==> src/rtl/fp_div_issue_queue_if.sv <==
// Handshake bundle for fp_div_issue_queue: operand input port, divider port and result port.
interface fp_div_issue_queue_if #(
    parameter int TAG_W = 4
);
    logic             in_valid;
    logic             in_ready;
    logic [31:0]      in_a;
    logic [31:0]      in_b;
    logic [TAG_W-1:0] in_tag;
    logic             div_en;
    logic [31:0]      div_a;
    logic [31:0]      div_b;
    logic [31:0]      div_result;
    logic             div_ready;
    logic             div_nan;
    logic             res_valid;
    logic             res_ready;
    logic [31:0]      res_data;
    logic             res_nan;
    logic [TAG_W-1:0] res_tag;
    logic             res_timeout;

    modport slave (
        input  in_valid, in_a, in_b, in_tag, div_result, div_ready, div_nan, res_ready,
        output in_ready, div_en, div_a, div_b, res_valid, res_data, res_nan, res_tag, res_timeout
    );

    modport master (
        output in_valid, in_a, in_b, in_tag, div_result, div_ready, div_nan, res_ready,
        input  in_ready, div_en, div_a, div_b, res_valid, res_data, res_nan, res_tag, res_timeout
    );
endinterface

==> src/rtl/fp_div_issue_queue.sv <==
// Operand FIFO plus one-op-in-flight issue FSM in front of the FP32 divider.
// Optional completion timeout is built when DIV_ISSUE_TIMEOUT_EN is defined.
module fp_div_issue_queue #(
    parameter int DEPTH   = 4,
    parameter int TAG_W   = 4,
    parameter int TIMEOUT = 64
) (
    input  logic               clk,
    input  logic               reset,
    fp_div_issue_queue_if.slave bus
);
    localparam int PW = $clog2(DEPTH);
    localparam int CW = PW + 1;

    typedef enum logic [1:0] {IDLE, ISSUE, WAIT, RESP} state_e;

    state_e           state_q, state_d;
    logic [31:0]      a_mem [DEPTH];
    logic [31:0]      b_mem [DEPTH];
    logic [TAG_W-1:0] t_mem [DEPTH];
    logic [PW-1:0]    wr_ptr_q, wr_ptr_d, rd_ptr_q, rd_ptr_d;
    logic [CW-1:0]    count_q, count_d;
    logic             in_ready_q, in_ready_d;
    logic             div_en_q, div_en_d;
    logic [31:0]      div_a_q, div_a_d, div_b_q, div_b_d;
    logic [TAG_W-1:0] tag_q, tag_d, res_tag_q, res_tag_d;
    logic             res_valid_q, res_valid_d, res_nan_q, res_nan_d;
    logic [31:0]      res_data_q, res_data_d;
    logic             push, pop, done;

`ifdef DIV_ISSUE_TIMEOUT_EN
    localparam int TW = $clog2(TIMEOUT + 1);
    logic [TW-1:0]    tmo_q, tmo_d;
    logic             res_to_q, res_to_d;
`else
    localparam int unused_timeout = TIMEOUT;
`endif

    assign push = bus.in_valid && in_ready_q;
    // The head is registered on entry to ISSUE so operands are valid alongside div_en.
    assign pop  = (state_q == IDLE) && (count_q != '0);
    assign done = bus.div_ready || bus.div_nan;

    always_ff @(posedge clk) begin
        if (push) begin
            a_mem[wr_ptr_q] <= bus.in_a;
            b_mem[wr_ptr_q] <= bus.in_b;
            t_mem[wr_ptr_q] <= bus.in_tag;
        end
    end

    always_comb begin
        state_d     = state_q;
        wr_ptr_d    = wr_ptr_q;
        rd_ptr_d    = rd_ptr_q;
        div_en_d    = 1'b0;
        div_a_d     = div_a_q;
        div_b_d     = div_b_q;
        tag_d       = tag_q;
        res_valid_d = res_valid_q;
        res_data_d  = res_data_q;
        res_nan_d   = res_nan_q;
        res_tag_d   = res_tag_q;
`ifdef DIV_ISSUE_TIMEOUT_EN
        tmo_d       = tmo_q;
        res_to_d    = res_to_q;
`endif
        if (push) wr_ptr_d = wr_ptr_q + PW'(1);
        if (pop)  rd_ptr_d = rd_ptr_q + PW'(1);
        count_d    = count_q + CW'(push) - CW'(pop);
        in_ready_d = (count_d != CW'(DEPTH));

        case (state_q)
            IDLE: begin
                if (pop) begin
                    state_d  = ISSUE;
                    div_en_d = 1'b1;
                    div_a_d  = a_mem[rd_ptr_q];
                    div_b_d  = b_mem[rd_ptr_q];
                    tag_d    = t_mem[rd_ptr_q];
                end
            end
            ISSUE: begin
                state_d = WAIT;
`ifdef DIV_ISSUE_TIMEOUT_EN
                tmo_d   = '0;
`endif
            end
            WAIT: begin
                // NaN wins when both pulses land together.
                if (done) begin
                    state_d     = RESP;
                    res_valid_d = 1'b1;
                    res_data_d  = bus.div_result;
                    res_nan_d   = bus.div_nan;
                    res_tag_d   = tag_q;
`ifdef DIV_ISSUE_TIMEOUT_EN
                    res_to_d    = 1'b0;
`endif
                end
`ifdef DIV_ISSUE_TIMEOUT_EN
                else if (tmo_q == TW'(TIMEOUT - 1)) begin
                    state_d     = RESP;
                    res_valid_d = 1'b1;
                    res_data_d  = 32'h7FC0_0000;
                    res_nan_d   = 1'b1;
                    res_tag_d   = tag_q;
                    res_to_d    = 1'b1;
                end else begin
                    tmo_d = tmo_q + TW'(1);
                end
`endif
            end
            RESP: begin
                if (bus.res_ready) begin
                    res_valid_d = 1'b0;
                    state_d     = IDLE;
                end
            end
            default: state_d = IDLE;
        endcase
    end

    always_ff @(posedge clk) begin
        if (!reset) begin
            state_q     <= IDLE;
            wr_ptr_q    <= '0;
            rd_ptr_q    <= '0;
            count_q     <= '0;
            in_ready_q  <= 1'b0;
            div_en_q    <= 1'b0;
            div_a_q     <= '0;
            div_b_q     <= '0;
            tag_q       <= '0;
            res_valid_q <= 1'b0;
            res_data_q  <= '0;
            res_nan_q   <= 1'b0;
            res_tag_q   <= '0;
`ifdef DIV_ISSUE_TIMEOUT_EN
            tmo_q       <= '0;
            res_to_q    <= 1'b0;
`endif
        end else begin
            state_q     <= state_d;
            wr_ptr_q    <= wr_ptr_d;
            rd_ptr_q    <= rd_ptr_d;
            count_q     <= count_d;
            in_ready_q  <= in_ready_d;
            div_en_q    <= div_en_d;
            div_a_q     <= div_a_d;
            div_b_q     <= div_b_d;
            tag_q       <= tag_d;
            res_valid_q <= res_valid_d;
            res_data_q  <= res_data_d;
            res_nan_q   <= res_nan_d;
            res_tag_q   <= res_tag_d;
`ifdef DIV_ISSUE_TIMEOUT_EN
            tmo_q       <= tmo_d;
            res_to_q    <= res_to_d;
`endif
        end
    end

    assign bus.in_ready  = in_ready_q;
    assign bus.div_en    = div_en_q;
    assign bus.div_a     = div_a_q;
    assign bus.div_b     = div_b_q;
    assign bus.res_valid = res_valid_q;
    assign bus.res_data  = res_data_q;
    assign bus.res_nan   = res_nan_q;
    assign bus.res_tag   = res_tag_q;
`ifdef DIV_ISSUE_TIMEOUT_EN
    assign bus.res_timeout = res_to_q;
`else
    assign bus.res_timeout = 1'b0;
`endif
endmodule
==> src/flat_wrapper.sv <==
// flat-port wrapper written by rule: the top's interface ports become plain ports
module fp_div_issue_queue_flat 
#(
    parameter int DEPTH   = 4,
    parameter int TAG_W   = 4,
    parameter int TIMEOUT = 64
)
  (clk, reset, bus_in_valid, bus_in_a, bus_in_b, bus_in_tag, bus_div_result, bus_div_ready, bus_div_nan, bus_res_ready, bus_in_ready, bus_div_en, bus_div_a, bus_div_b, bus_res_valid, bus_res_data, bus_res_nan, bus_res_tag, bus_res_timeout);
  fp_div_issue_queue_if #(.TAG_W(TAG_W)) bus_i ();
  input  logic clk;
  input  logic reset;
  input wire logic [$bits(bus_i.in_valid)-1:0] bus_in_valid;
  input wire logic [$bits(bus_i.in_a)-1:0] bus_in_a;
  input wire logic [$bits(bus_i.in_b)-1:0] bus_in_b;
  input wire logic [$bits(bus_i.in_tag)-1:0] bus_in_tag;
  input wire logic [$bits(bus_i.div_result)-1:0] bus_div_result;
  input wire logic [$bits(bus_i.div_ready)-1:0] bus_div_ready;
  input wire logic [$bits(bus_i.div_nan)-1:0] bus_div_nan;
  input wire logic [$bits(bus_i.res_ready)-1:0] bus_res_ready;
  output wire logic [$bits(bus_i.in_ready)-1:0] bus_in_ready;
  output wire logic [$bits(bus_i.div_en)-1:0] bus_div_en;
  output wire logic [$bits(bus_i.div_a)-1:0] bus_div_a;
  output wire logic [$bits(bus_i.div_b)-1:0] bus_div_b;
  output wire logic [$bits(bus_i.res_valid)-1:0] bus_res_valid;
  output wire logic [$bits(bus_i.res_data)-1:0] bus_res_data;
  output wire logic [$bits(bus_i.res_nan)-1:0] bus_res_nan;
  output wire logic [$bits(bus_i.res_tag)-1:0] bus_res_tag;
  output wire logic [$bits(bus_i.res_timeout)-1:0] bus_res_timeout;
  assign bus_i.in_valid = bus_in_valid;
  assign bus_i.in_a = bus_in_a;
  assign bus_i.in_b = bus_in_b;
  assign bus_i.in_tag = bus_in_tag;
  assign bus_i.div_result = bus_div_result;
  assign bus_i.div_ready = bus_div_ready;
  assign bus_i.div_nan = bus_div_nan;
  assign bus_i.res_ready = bus_res_ready;
  assign bus_in_ready = bus_i.in_ready;
  assign bus_div_en = bus_i.div_en;
  assign bus_div_a = bus_i.div_a;
  assign bus_div_b = bus_i.div_b;
  assign bus_res_valid = bus_i.res_valid;
  assign bus_res_data = bus_i.res_data;
  assign bus_res_nan = bus_i.res_nan;
  assign bus_res_tag = bus_i.res_tag;
  assign bus_res_timeout = bus_i.res_timeout;
  fp_div_issue_queue #(.DEPTH(DEPTH), .TAG_W(TAG_W), .TIMEOUT(TIMEOUT)) u_core (.clk(clk), .reset(reset), .bus(bus_i));
endmodule
==> config.mk <==
export PLATFORM = sky130hd
export DESIGN_NAME = fp_div_issue_queue_flat
export DESIGN_NICKNAME = d
export VERILOG_FILES = /design/src/rtl/fp_div_issue_queue_if.sv /design/src/rtl/fp_div_issue_queue.sv /design/src/flat_wrapper.sv
export SDC_FILE = /design/constraint.sdc
export NUM_CORES = 1
export LEC_CHECK = 0
export ABC_AREA = 0
export CORE_UTILIZATION = 55
export CTS_CLUSTER_DIAMETER = 150
export DETAILED_ROUTE_END_ITERATION = 10
export GPL_ROUTABILITY_DRIVEN = 0
export GPL_TIMING_DRIVEN = 0
export PLACE_DENSITY = 0.88
export SYNTH_ARGS = -nofsm -noshare
export SYNTH_HDL_FRONTEND = slang
export SYNTH_SLANG_ARGS = --single-unit
==> constraint.sdc <==
create_clock -name clk -period 7.9 [get_ports clk]
set_input_delay 1.58 -clock clk [delete_from_list [all_inputs] [get_ports clk]]
set_output_delay 1.58 -clock clk [all_outputs]
set_load 0.005 [all_outputs]
==> reports/results.ini <==
[cts]
cts_sinks = 389
cts_root_buf = clkbuf_16
clkLatencyLatePin_ns = 0.52
clk_pin_slew_ns = 0.06
cts_buffers = 38
htree_num_levels = 2
ctsLongestPathBuffers = 3
cts.repair.resized = 0
cts-hold-fix-buffers = 0
cts_tree = built
post_cts_buffers = 0

[die]
rows = 57
placeableCoreArea_um2 = 24400
dieArea_um2 = 25600
fp.dieW_um = 160
die_h_um = 160
ios = 211
initial_core_util = 0.563

[status]
status = finished clean

[timing]
hold_viol = 0
min_period_over_period = 0.392
rsz0062_at_grt = false
max-slew-margin-rel = 0.548
max_freq_mhz = 323
finalClockSkew_ns = 0.0168
finalSetupTns_ns = 0
layout_min_cycle_time_ns = 3.10
hold_ws_ns = 0.456
setup_viol = 0
slew_violations = 0
tightest_slew_ns = 0.674

[placement]
port_buffers = 208
post-dp-hpwl_mm = 17.5
placed_area_um2 = 16300

[synth]
synth_seq_cells = 389
syn_inst = 741
syn-cell-area_um2 = 13700
netlist-cell-type-count = 33
yosysSeqAreaShare = 0.765
syn_avg_cell_area_um2 = 18.5
yosysWarnings = 0
synthesis.nets = 858

[route]
wl_met1_mm = 11.0
wl_met2_mm = 14.4
route.detailed.drc = 0
vias = 7533
detail_route.vias_per_cell = 5.60
wl_per_cell_um = 20.9
met3_length_mm = 2.13
first_pass_iters = 5
top_layer = met4
drt_iter0_markers = 422
drtAntennaViolNets = 0
drt_wl_total_mm = 28.2

[power_and_ir_drop]
power.leakage_nw = 5.88
powerDensity_nw_per_um2 = 330
finalPower_mw = 5.81
ir_worst_vdd_mv = 0.232

[cells_and_area]
drive_gt1_frac = 0.153
nets = 1110
syn2layout_area_growth_pct = 28.1
antenna_cells = 0
stdcell_area_um2 = 17600

[global_route]
grt_pass1_vias = 7819
gr-total-overflow = 0
antenna_found_initial = 0
grt_max_degree = 39
grt_pass1_wl_mm = 43.5
grt_usage = 0.225

[setup_path]
cp_top_family = buffers and inverters
path_cells = clkdlybuf4s50_1
max_stage_delay_ns = 0.58
crit_buf_inv = 1
cp_slowest_cell = clkdlybuf4s50_1
crit_type = reg2out
cp-end-kind = output pin
cp_max_fo = 7
crit_path_start_kind = register
arrival_ns = 1.52
cp.required_ns = 6.32

[worst_hold_path]
hp-class = reg2reg

[job]
cap_violations = 0

-- final timing paths --
check | startpoint | end | slack [ns] | depth (start not counted)
setup / recovery | u_core.bus.in_ready | bus_in_ready | 4.80 | 1
hold / removal | u_core.bus.res_data[19] | u_core.bus.res_data[19] | 0.46 | 2
setup reg to reg | u_core.state_q[0] | u_core.bus.in_ready | 5.44 | 10
hold reg to reg | u_core.bus.res_data[19] | u_core.bus.res_data[19] | 0.46 | 2
-- cell families (layout without fill, tap and decap cells) --
logic type,Yosys count,in the layout,share of synthesized area
other cells,1,1,0.000273
flops,389,389,0.765
xor+xnor,5,5,0.00319
fa+ha+maj,11,11,0.0106
mux,70,70,0.113
buf+inv,55,336,0.0179
compound gates,116,116,0.0623
simple gates,94,94,0.0276
-- through the flow --
step | util | setup WS (ns) | std cells
after floorplan | - | 4.24 | 741
after global placement | 0.665 | 2.44 | 1273
after detailed placement | 0.670 | 4.31 | 1277
after CTS | 0.722 | 4.79 | 1346
after global routing | 0.722 | 4.68 | 1346
final | 0.722 | 4.80 | 1346
-- layer usage --
metal / vias up / track usage
met5: - / 0
met4: 0 / 0.0688
met3: 50 / 0.0506
met2: 317 / 0.390
met1: 3750 / 0.282
li1: 3416 / -
-- flip-flops by register name, indices dropped and copies added (netlist names), 2 cells and up --
signal,flops
u_core.a_mem,128
u_core.b_mem,128
u_core.bus.div_a,32
u_core.bus.div_b,32
u_core.bus.res_data,32
u_core.t_mem,16
u_core.bus.res_tag,4
u_core.tag_q,4
u_core.count_q,3
u_core.rd_ptr_q,2
u_core.state_q,2
u_core.wr_ptr_q,2
-- synth_stat cells (all sizes together) --
cell,count,area share
a21oi,39,0.014
a221oi,1,0.00064
a22o,68,0.043
and2,3,0.0014
and3,4,0.0018
buf,18,0.0077
clkbuf,26,0.0071
clkinv,1,0.00027
conb,1,0.00027
dfxtp,117,0.17
edfxtp,272,0.59
fa,1,0.0015
ha,10,0.0091
inv,10,0.0027
mux2i,2,0.0015
mux4,68,0.11
nand2,79,0.022
nand3,1,0.00036
nor2,5,0.0015
nor3,1,0.00036
nor3b,1,0.00055
o21a,1,0.00055
o21ai,3,0.0011
o21bai,1,0.00055
o311ai,1,0.00064
o31a,2,0.0013
xnor2,4,0.0026
xor2,1,0.00064
-- report_power, final --
group | internal [mW] | switching (mW)
Clock | 1.07 | 0.729
Sequential | 2.49 | 0.150
Combinational | 0.755 | 0.612
-- placed cells by master (no fill, tap or decap), types with 2 or more instances in the layout --
cell and n:
clkbuf_16 40, bufinv_16 3, clkinv_2 12, buf_16 2
nand2_1 79, xnor2_1 4, clkinv_1 2, clkdlybuf4s50_1 208
buf_2 13, a22o_1 68, clkbuf_8 5, o21ai_0 2
o31a_1 2, buf_12 2, edfxtp_1 272, dfxtp_1 117
nor2_1 4, and2_1 3, ha_1 10, a21oi_1 39
mux2i_1 2, inv_1 10, buf_4 2, and3_4 4
clkbuf_1 32, mux4_2 68, buf_6 2
-- final cells by class --
| class | count | area [µm²] |
|---|---|---|
| Fill cell | 1494 | 6790 |
| Clock buffer | 51 | 1090 |
| Tap cell | 324 | 405 |
| Timing Repair Buffer | 212 | 2180 |
| Sequential cell | 389 | 10500 |
| Inverter | 11 | 41.3 |
| Multi-Input combinational cell | 297 | 3000 |
| Buffer | 44 | 204 |
| Clock inverter | 18 | 170 |
(Power assumes the default switching activity.)
